File: src/rtl/cpu_bus_arb_pkg.sv
// Shared definitions for the CPU-side bus arbiter and the sprite DMA master.
// State encodings and the bus address that triggers a sprite DMA transfer.
package cpu_bus_arb_pkg;

  typedef enum logic [1:0] {
    ARB_CPU   = 2'b00,
    ARB_HALT  = 2'b01,
    ARB_ALIGN = 2'b10,
    ARB_DMA   = 2'b11
  } arb_state_e;

  // Write to this address starts an OAM DMA in the sprite DMA master.
  localparam logic [15:0] SPR_DMA_PAGE_ADDR = 16'h4014;

  localparam logic [9:0] STALL_CNT_MAX = 10'h3FF;

endpackage

File: src/rtl/cpu_bus_arb.sv
// Arbitrates the CPU-side system bus between the 6502 core and the sprite DMA
// master: halts the CPU via RDY, inserts halt/alignment dummy cycles, muxes the bus.
module cpu_bus_arb
  import cpu_bus_arb_pkg::*;
#(
  parameter int P_ALIGN = 1
) (
  input  logic        i_clk,
  input  logic        i_rstn,
  input  logic [15:0] i_cpu_addr,
  input  logic        i_cpu_wn,
  input  logic [7:0]  i_cpu_wdata,
  output logic [7:0]  o_cpu_rdata,
  output logic        o_cpu_rdy,
  input  logic        i_spr_req,
  output logic        o_spr_gnt,
  input  logic [15:0] i_spr_addr,
  input  logic        i_spr_wn,
  input  logic [7:0]  i_spr_wdata,
  output logic [7:0]  o_spr_rdata,
  output logic [15:0] o_bus_addr,
  output logic        o_bus_wn,
  output logic [7:0]  o_bus_wdata,
  input  logic [7:0]  i_bus_rdata,
  output logic [9:0]  o_stall_cnt
);

  arb_state_e state_q, state_d;
  logic       par_q, par_d;
  logic [9:0] stall_cnt_q, stall_cnt_d;

  always_ff @(posedge i_clk or negedge i_rstn) begin
    if (!i_rstn) begin
      state_q     <= ARB_CPU;
      par_q       <= 1'b0;
      stall_cnt_q <= '0;
    end else begin
      state_q     <= state_d;
      par_q       <= par_d;
      stall_cnt_q <= stall_cnt_d;
    end
  end

  always_comb begin
    state_d = state_q;
    par_d   = ~par_q;
    unique case (state_q)
      ARB_CPU: begin
        if (i_spr_req) state_d = ARB_HALT;
      end
      ARB_HALT: begin
        // Writes cannot be halted; the first read is the dummy cycle.
        if (!i_spr_req)    state_d = ARB_CPU;
        else if (i_cpu_wn) state_d = ARB_ALIGN;
      end
      ARB_ALIGN: begin
        // Leave on odd parity so the first DMA cycle lands on even parity.
        if (!i_spr_req)                   state_d = ARB_CPU;
        else if ((P_ALIGN == 0) || par_q) state_d = ARB_DMA;
      end
      ARB_DMA: begin
        if (!i_spr_req) state_d = ARB_CPU;
      end
      default: state_d = ARB_CPU;
    endcase
  end

  always_comb begin
    stall_cnt_d = stall_cnt_q;
    if (state_q == ARB_CPU) begin
      if (i_spr_req) stall_cnt_d = '0;
    end else if (stall_cnt_q != STALL_CNT_MAX) begin
      stall_cnt_d = stall_cnt_q + 10'd1;
    end
  end

  always_comb begin
    o_bus_addr  = i_cpu_addr;
    o_bus_wn    = i_cpu_wn;
    o_bus_wdata = i_cpu_wdata;
    unique case (state_q)
      ARB_ALIGN: o_bus_wn = 1'b1;
      ARB_DMA: begin
        o_bus_addr  = i_spr_addr;
        o_bus_wn    = i_spr_req ? i_spr_wn : 1'b1;
        o_bus_wdata = i_spr_wdata;
      end
      default: ;
    endcase
  end

  assign o_cpu_rdy   = (state_q == ARB_CPU);
  assign o_spr_gnt   = (state_q == ARB_DMA) && i_spr_req;
  assign o_cpu_rdata = i_bus_rdata;
  assign o_spr_rdata = i_bus_rdata;
  assign o_stall_cnt = stall_cnt_q;

endmodule

File: config.mk
export PLATFORM = sky130hd
export DESIGN_NAME = cpu_bus_arb
export DESIGN_NICKNAME = d
export VERILOG_FILES = /design/src/rtl/cpu_bus_arb_pkg.sv /design/src/rtl/cpu_bus_arb.sv
export SDC_FILE = /design/constraint.sdc
export NUM_CORES = 1
export LEC_CHECK = 0
export CORE_AREA = 10 10 81 69
export DETAILED_ROUTE_END_ITERATION = 6
export DIE_AREA = 0 0 91 79
export PLACE_DENSITY = 0.86
export SLEW_MARGIN = 20
export SYNTH_ARGS = -nofsm -noshare
export SYNTH_HDL_FRONTEND = slang
export SYNTH_SLANG_ARGS = --single-unit
File: constraint.sdc
create_clock -name i_clk -period 1.6 [get_ports i_clk]
set_input_delay 0.24 -clock i_clk [delete_from_list [all_inputs] [get_ports i_clk]]
set_output_delay 0.24 -clock i_clk [all_outputs]
set_load 0.01 [all_outputs]
==> results.json <==
{
  "dp.final_hpwl_mm": 3.48,
  "dr.pass1.iters": 4,
  "finalPower_uw": 1330,
  "fin_crit_ps": 1620,
  "synth_cell_types": 33,
  "synth_common_cells": "mux2_2, buf_4, dfrtp_1, nand2_1",
  "ant_nets": 0,
  "fin_util_pct": 53.1,
  "grt_max_degree": 14,
  "failed_checks": "setup timing",
  "synth_top_area_cell": "dfrtp_1",
  "drive_above_1_share_pct": 35.3,
  "antenna_found_initial": 0,
  "drv_cap": 0,
  "layout.nets": 264,
  "htree_levels": 1,
  "drc": 0,
  "diodes": 0,
  "cts_root_buffer": "clkbuf_8",
  "yosysMostFrequentCell": "mux2_2",
  "clk_latency_ps": 240,
  "grt_pass1_vias": 1161,
  "avgSynthCellArea_um2": 9.49,
  "worst_slew_margin_rel_pct": 59.8,
  "area_delta_synth_final_pct": 91.8,
  "cts.clk_slew.worst_paths_ps": 50,
  "via_per_inst": 4.47,
  "drv_slew": 0,
  "hold_buffers": 0,
  "row_count": 21,
  "cts_max_path_buffers": 2,
  "status": "finished, violations left",
  "floorplan.die_area_um2": 7190,
  "wirelength_mm": 4.26,
  "gp_congestion": 0.846,
  "coreArea_um2": 4050,
  "cp.arrival_ps": 1380,
  "die_w_um": 91,
  "portBuffers": 89,
  "mappedNetlistArea_um2": 1120,
  "cts_buffers": 3,
  "rsz0062_at_grt": "true",
  "grt_pass1_wl_mm": 6.54,
  "fin_skew_ps": 2.54,
  "finalHoldViolCount": 0,
  "synth_nets": 180,
  "p_sw_uw": 392,
  "yosys.area.top_type_share_pct": 29.1,
  "powerDensity_nw_per_um2": 617,
  "initial_utilization_pct": 27.7,
  "ys_seq_area_share_pct": 29.1,
  "synth_async_sr_flop_share_pct": 100,
  "setup_violations": 16,
  "overflow": 0,
  "path_max_fanout": 12,
  "wire_per_inst_um": 16.5,
  "synthCells": 118,
  "synth_edf_count": 0,
  "ys_ff_latch": 13,
  "comb_power_share_pct": 46.5,
  "worst-slew-pin-transition_ps": 602,
  "vias": 1153,
  "p_sw_share_pct": 29.6,
  "drt_iter0_drc": 26,
  "worst-setup-path-type": "reg -> out",
  "yosys_warnings": 0,
  "die_y_um": 79,
  "vdd_ir_drop_max_v": 0.000364,
  "p_seq_share_pct": 32.0,
  "worstSetupEndpointType": "output pin",
  "power.share.clock_pct": 21.5,
  "grt_usage_pct": 11.0,
  "fill_cells": 378,
  "layout.area.seq_um2": 327,
  "setup_slack_ps": -15.9,
  "max_freq_mhz": 619,
  "cts_sinks": 13,
  "cp.required_ps": 1360,
  "hold_path.class": "in -> async",
  "multi_input_area_um2": 664,
  "p_leak_uw": 0.000953,
  "worstSetupStartpointType": "register",
  "synth.area.top_cells": "dfrtp_1, mux2_2, buf_4",
  "p_int_uw": 934,
  "min_period_over_period_pct": 101,
  "cts_tree": "yes",
  "ioPinCount": 114,
  "synth-main-ff-cell": "dfrtp_1"
}
==> cell usage in the layout, fill, tap and decap left out, types with 3 or more instances in the layout <==
master,Yosys,layout
a21oi_1,4,4
nand3_1,3,3
buf_6,0,23
dfrtp_1,13,12
clkbuf_8,0,3
nand2_1,10,9
mux2_4,0,8
o21ai_0,6,6
mux2_2,24,16
clkdlybuf4s50_1,0,62
nor2_1,6,6
inv_1,5,5
buf_4,16,9
==> timing repair <==
| item | in CTS | in global routing |
|---|---|---|
| cloned | 1 | 0 |
| endpoints found under the setup margin | 27 | 30 |
| buffers inserted | 0 | 2 |
| gates resized for setup | 132 | 7 |
| endpoints found under the hold margin | 0 | 0 |
| pin swaps | 1 | 2 |
==> critical path, stage by stage, from the launching register on <==
cell     delay (ps)
dfrtp_1         400
nand2_4         110
buf_16          150
mux2_2          350
buf_6           120
==> final cells by class <==
| class | count | share of cell area (%) |
|---|---|---|
| Sequential cell | 13 | 15.2 |
| Inverter | 6 | 1.05 |
| Multi-Input combinational cell | 78 | 30.9 |
| Timing Repair Buffer | 100 | 47.4 |
| Tap cell | 57 | 3.32 |
| Clock buffer | 4 | 2.10 |
==> through the flow <==
| stage | area (um^2) | TNS [ps] | hold WS [ps] | worst slack (ps) | std cells |
|---|---|---|---|---|---|
| floorplan | 1120 | 0 | -55.6 | 120 | 118 |
| global placement | 2010 | -3110 | 410 | -171 | 251 |
| detailed placement | 2010 | -3380 | 418 | -174 | 251 |
| CTS | 2140 | -657 | 393 | -144 | 256 |
| global route | 2150 | -1230 | 422 | -72.5 | 258 |
| finish | 2150 | -189 | 383 | -15.9 | 258 |
==> registers in the layout, summed over array words and instances, names as in the netlist <==
signal and count:
par_q 1, state_q 2, o_stall_cnt 10
==> layer usage <==
layer	GRT usage [%]	up-vias	wire length (um)
li1	-	581	-
met1	13.3	528	1770
met2	18.9	42	2240
met3	3.29	2	214
met4	2.50	0	31
met5	0	-	0
==> worst paths after layout <==
check	from	to	slack [ps]	depth (start not counted)
max in group asynchronous	i_rstn	o_stall_cnt[4]	790	1
min	i_rstn	o_stall_cnt[1]	380	1
max	state_q[0]	o_bus_wdata[5]	-20	4
max reg2reg	o_stall_cnt[1]	o_stall_cnt[2]	100	5
min reg2reg	par_q	par_q	420	1
min in group i_clk	par_q	par_q	420	1
==> power by group through the flow <==
stage / combinational [uW] / clock (uW) / sequential (uW)
CTS: 618 / 296 / 424
floorplan: 239 / 0 / 440
finish: 617 / 285 / 424
global placement: 578 / 0 / 423
global route: 663 / 320 / 434
detailed placement: 586 / 0 / 427
==> logic make-up (layout without fill, tap and decap cells) <==
group           after synthesis  after routing  share of synthesized area [%]
simple gates                 28             28                           12.9
buf+inv                      27            110                           15.0
compound gates               25             25                           17.9
mux                          24             24                           24.1
flops                        13             13                           29.1
fa+ha+maj                     1              1                           1.12
No activity file was read; power rests on OpenSTA's default activity.
==> patch 1: new RTL, same settings <==
Register the output `o_stall_cnt` once more, with the module's reset; this adds one clock of latency there. The other outputs are not delayed to match.
--- a/src/rtl/cpu_bus_arb.sv
+++ b/src/rtl/cpu_bus_arb.sv
@@ -93,7 +93,13 @@
   assign o_spr_gnt   = (state_q == ARB_DMA) && i_spr_req;
   assign o_cpu_rdata = i_bus_rdata;
   assign o_spr_rdata = i_bus_rdata;
-  assign o_stall_cnt = stall_cnt_q;
+  always_ff @(posedge i_clk or negedge i_rstn) begin
+    if (!i_rstn) begin
+      o_stall_cnt <= '0;
+    end else begin
+      o_stall_cnt <= stall_cnt_q;
+    end
+  end
 
 endmodule
 
Function: changed (Yosys sat finds a counterexample within 4 cycles, from zero or initial values and one cycle with i_rstn low).
==> patch 1 against the original RTL <==
- the flow still finishes with violations (setup timing)
- non-clock buffer count grew 2
- synthesized cell count rose by 4.2%
- wire length is 16% higher
- synthesized area increased by 22%
- sequential cell count is 10 higher
- sequential share of layout area rose by 8.1 points
- via count up 6.9%
- register-to-register slack worse by 20 ps
- total power rose by 27%
- worst setup slack lost 63 ps
- maximum frequency is 3.8% lower
- sequential power grew 65%
- combinational power grew 4.7%
- final area grew 15%
- critical path type unchanged
- critical endpoint is now o_bus_wdata[7]
- largest cell class unchanged
- highest routed layer unchanged
==> patch 1: results (changes against the original RTL) <==
[synth]
seq_area_frac_synth_pct=42.28  ; +13 points
synth_commonest_cells=25 x mux2_2, 23 x dfrtp_1, 17 x buf_4
synthTopCellsByArea=dfrtp_1 42%, mux2_2 21%, buf_4 9.4%
syn_area_per_cell_um2=11.07  ; +17%

[worst_setup_path]
rr_endpoint=stall_cnt_q[7]$_DFFE_PN0P_
cp_max_fo=6  ; -6
r2r_slack_ps=80  ; -20 ps
r2r-start=stall_cnt_q[0]$_DFFE_PN0P_

[route]
wl_met1_um=1761  ; -0.45%
vias=1233  ; +6.9%
wl_um=4924  ; +16%
route.met3.wl_um=269  ; +26%
wl_met2_um=2811  ; +25%

[grt]
grt_util_all_layers_pct=12.47  ; +1.4 points
grt_pass1_wl_um=7203  ; +10%
grt_max_degree=24  ; +10
use_met3_pct=3.195  ; -0.094 points

[layout]
layout-drive-gt1-share_pct=34.95  ; -0.37 points

[power]
comb_power_uw=646  ; +4.7%
powerSeq_uw=699  ; +65%
ir_drop_mv=0.3564  ; -2.0%
p_leak_uw=0.001185  ; +24%

[timing]
finalWorstSetupSlack_ps=-78.93  ; -63.03 ps
clock_skew_ps=2.753  ; +0.2125 ps
setup_viol=24  ; +8
relSlewSlack_pct=80.43  ; +21 points

[run_status]
violations=setup timing
outcome=complete, but fails checks

[place]
dpl.cell_count=256  ; +2.0%

[clock_tree]
path_clk_slew_ps=70  ; +20 ps

[patch 1: cell types whose count changed after synthesis, sizes merged, moves of 2 or more]
| cell | delta |
|---|---|
| o311ai | -2 |
| nand3 | +2 |
| nor2 | -3 |
| nand2 | -3 |
| inv | -3 |
| mux2i | +3 |
| dfrtp | +10 |
| and3 | +2 |
| buf | +2 |
| a31oi | +2 |
[patch 1: layout make-up]
| type | instances | area [um2] | area share [%] |
|---|---|---|---|
| Clock buffer | 4 | 45.04 | 1.826 |
| Inverter | 3 | 11.26 | 0.4566 |
| Multi-Input combinational cell | 74 | 691.9 | 28.06 |
| Sequential cell | 23 | 575.6 | 23.34 |
| Tap cell | 57 | 71.32 | 2.892 |
| Timing Repair Buffer | 102 | 1071 | 43.43 |
[patch 1: kinds of logic (layout without fill, tap and decap cells)]
kind of cell | after synthesis | in the layout | share of synthesized area (%)
muxes | 28 | 28 | 22.89
buffers and inverters | 26 | 109 | 13.33
and+or+nand+nor | 24 | 24 | 9.100
DFF | 23 | 23 | 42.28
AOI/OAI and AO/OA | 21 | 21 | 11.49
adders and majority gates | 1 | 1 | 0.9190
[patch 1: metrics by stage]
step	hold slack (ps)	area, um2	setup TNS (ps)	utilization [%]
floorplan	-55.59	1361	0	-
global placement	402.0	2241	-3478	55.38
detailed placement	403.5	2241	-3869	55.38
CTS	335.1	2365	-1206	58.44
global route	352.5	2466	-2696	60.95
finish	325.8	2466	-1444	60.95
[patch 1: what timing repair did]
action	4_1_cts	5_1_grt
pin swaps	1	1
gates cloned	1	2
resized for setup	134	20
endpoints found under the hold margin	0	0
setup endpoints to repair	27	30
[patch 1: worst max-delay path, cell delays in order, from the launching register on]
cell	delay (ps)
dfrtp_1	410
nand2_4	150
buf_12	140
mux2_2	340
clkbuf_2	130
==> patch 2: new RTL, same settings <==
Made on the original files. Set the package constant `STALL_CNT_MAX` to 10'h200 (it was 10'h3FF).
--- a/src/rtl/cpu_bus_arb_pkg.sv
+++ b/src/rtl/cpu_bus_arb_pkg.sv
@@ -12,7 +12,7 @@
   // Write to this address starts an OAM DMA in the sprite DMA master.
   localparam logic [15:0] SPR_DMA_PAGE_ADDR = 16'h4014;
 
-  localparam logic [9:0] STALL_CNT_MAX = 10'h3FF;
+  localparam logic [9:0] STALL_CNT_MAX = 10'h200;
 
 endpackage
 
Function: no difference found for any inputs over 10 cycles, from zero or initial values and one cycle with i_rstn low; that may be too few to reach the edited logic, so the function may still have changed.
==> patch 2 against the original RTL <==
- the run still ends with setup timing left
- critical path depth is 1 higher
- hold slack got worse by 69 ps
- combinational power rose by 47%
- critical path type unchanged
- synthesized area up 7.8%
- worst setup slack got worse by 54 ps
- highest routed layer unchanged
- final area grew 14%
- wire length increased by 12%
- largest cell class unchanged
- sequential cell count is the same
- total power grew 25%
- cell count up 8.9%
==> patch 2: results (changes against the original RTL) <==
[run_status]
outcome=complete, but fails checks
violations=setup timing

[grt]
use_met3_pct=5.451  ; +2.2 points
grt_pass1_vias=1466  ; +26%
grt_max_degree=17  ; +3
grt_util_all_layers_pct=11.91  ; +0.88 points

[route]
drt-initial-drc-count=22  ; -15%
viasPerCell=4.722  ; +5.7%
wl_met2_um=2519  ; +12%
avgRoutedWirePerCell_um=16.93  ; +2.6%
route.met3.wl_um=368  ; +72%
wl_met1_um=1815  ; +2.6%

[power]
p_leak_uw=0.001168  ; +22%
ir_drop_mv=0.3413  ; -6.2%

[place]
dp_hpwl_um=3819  ; +9.8%
dpl.cell_count=268  ; +6.8%
place_area_um2=2172  ; +8.1%
gp_congestion=0.7957  ; -5.9%
dp_slack_ps=-228.1  ; -54.60 ps

[synth]
yosys.cell_types.count=44  ; +33%
seq_area_frac_synth_pct=26.94  ; -2.1 points
syn_area_per_cell_um2=9.659  ; +1.8%
syn_nets=188  ; +4.4%
synth_commonest_cells=24 x mux2_2, 17 x buf_4, 13 x dfrtp_1
synthTopCellsByArea=dfrtp_1 27%, mux2_2 22%, buf_4 11%

[clock_tree]
clock_latency_ps=240  ; about the same
post_cts_buffers=0  ; unchanged
cts_resized=123  ; -6.8%

[layout]
register_area_um2=327.8  ; +0.38%
nNetsFinal=288  ; +9.1%
layout-drive-gt1-share_pct=41.07  ; +5.7 points
nFillCells=362  ; -4.2%
fin_cells=281  ; +8.9%

[worst_setup_path]
r2r_cells=6  ; +1
worstPathArrival_ps=1430  ; +50 ps

[timing]
relSlewSlack_pct=80.12  ; +20 points
clock_skew_ps=0.8891  ; -1.652 ps
setup_viol=16  ; unchanged
finalWorstSetupSlack_ps=-70.02  ; -54.11 ps

## patch 2: cell count changes after synthesis, sizes merged, moves of 3 or more
cell	unedited run	this run
o31a	0	3
nand2	10	3
a31oi	1	4
nor2	6	2
## patch 2: area by class of cell
cell class                      count  share of cell area [%]
Sequential cell                    13                   13.43
Timing Repair Buffer              117                   49.05
Clock buffer                        4                   1.845
Tap cell                           57                   2.922
Multi-Input combinational cell     82                   31.52
Inverter                            8                   1.230
## patch 2: final timing paths
check	start	end	slack, ps
worst min-delay path	i_rstn	o_stall_cnt[2]$_DFFE_PN0P_	310
worst min register to register	par_q$_DFF_PN0_	par_q$_DFF_PN0_	430
worst max register to register	state_q[1]$_DFFE_PN0P_	o_stall_cnt[1]$_DFFE_PN0P_	10
worst max-delay path	state_q[0]$_DFFE_PN0P_	o_bus_addr[7]	-70
min in group i_clk	par_q$_DFF_PN0_	par_q$_DFF_PN0_	430
max in group asynchronous	i_rstn	o_stall_cnt[3]$_DFFE_PN0P_	1110
## patch 2: kinds of logic after synthesis
family                     after synthesis  share of synthesized area (%)
buffers and inverters                   30                          16.17
DFF                                     13                          26.94
muxes                                   25                          23.21
and+or+nand+nor                         27                          14.82
adders and majority gates                2                          2.072
AOI/OAI and AO/OA                       28                          16.79
## patch 2: worst max-delay path: stages (launching register included)
cell and delay, ps:
dfrtp_1 400, nand2_4 130, buf_12 140, buf_12 100, mux2_4 290, buf_6 120
## patch 2: power by group through the flow
stage / Clock, uW / Combinational (uW) / Sequential (uW)
final: 292 / 908 / 452
after floorplan: 0 / 379 / 474
after CTS: 301 / 856 / 447
after global routing: 327 / 982 / 462
after global placement: 0 / 820 / 448
after detailed placement: 0 / 846 / 452
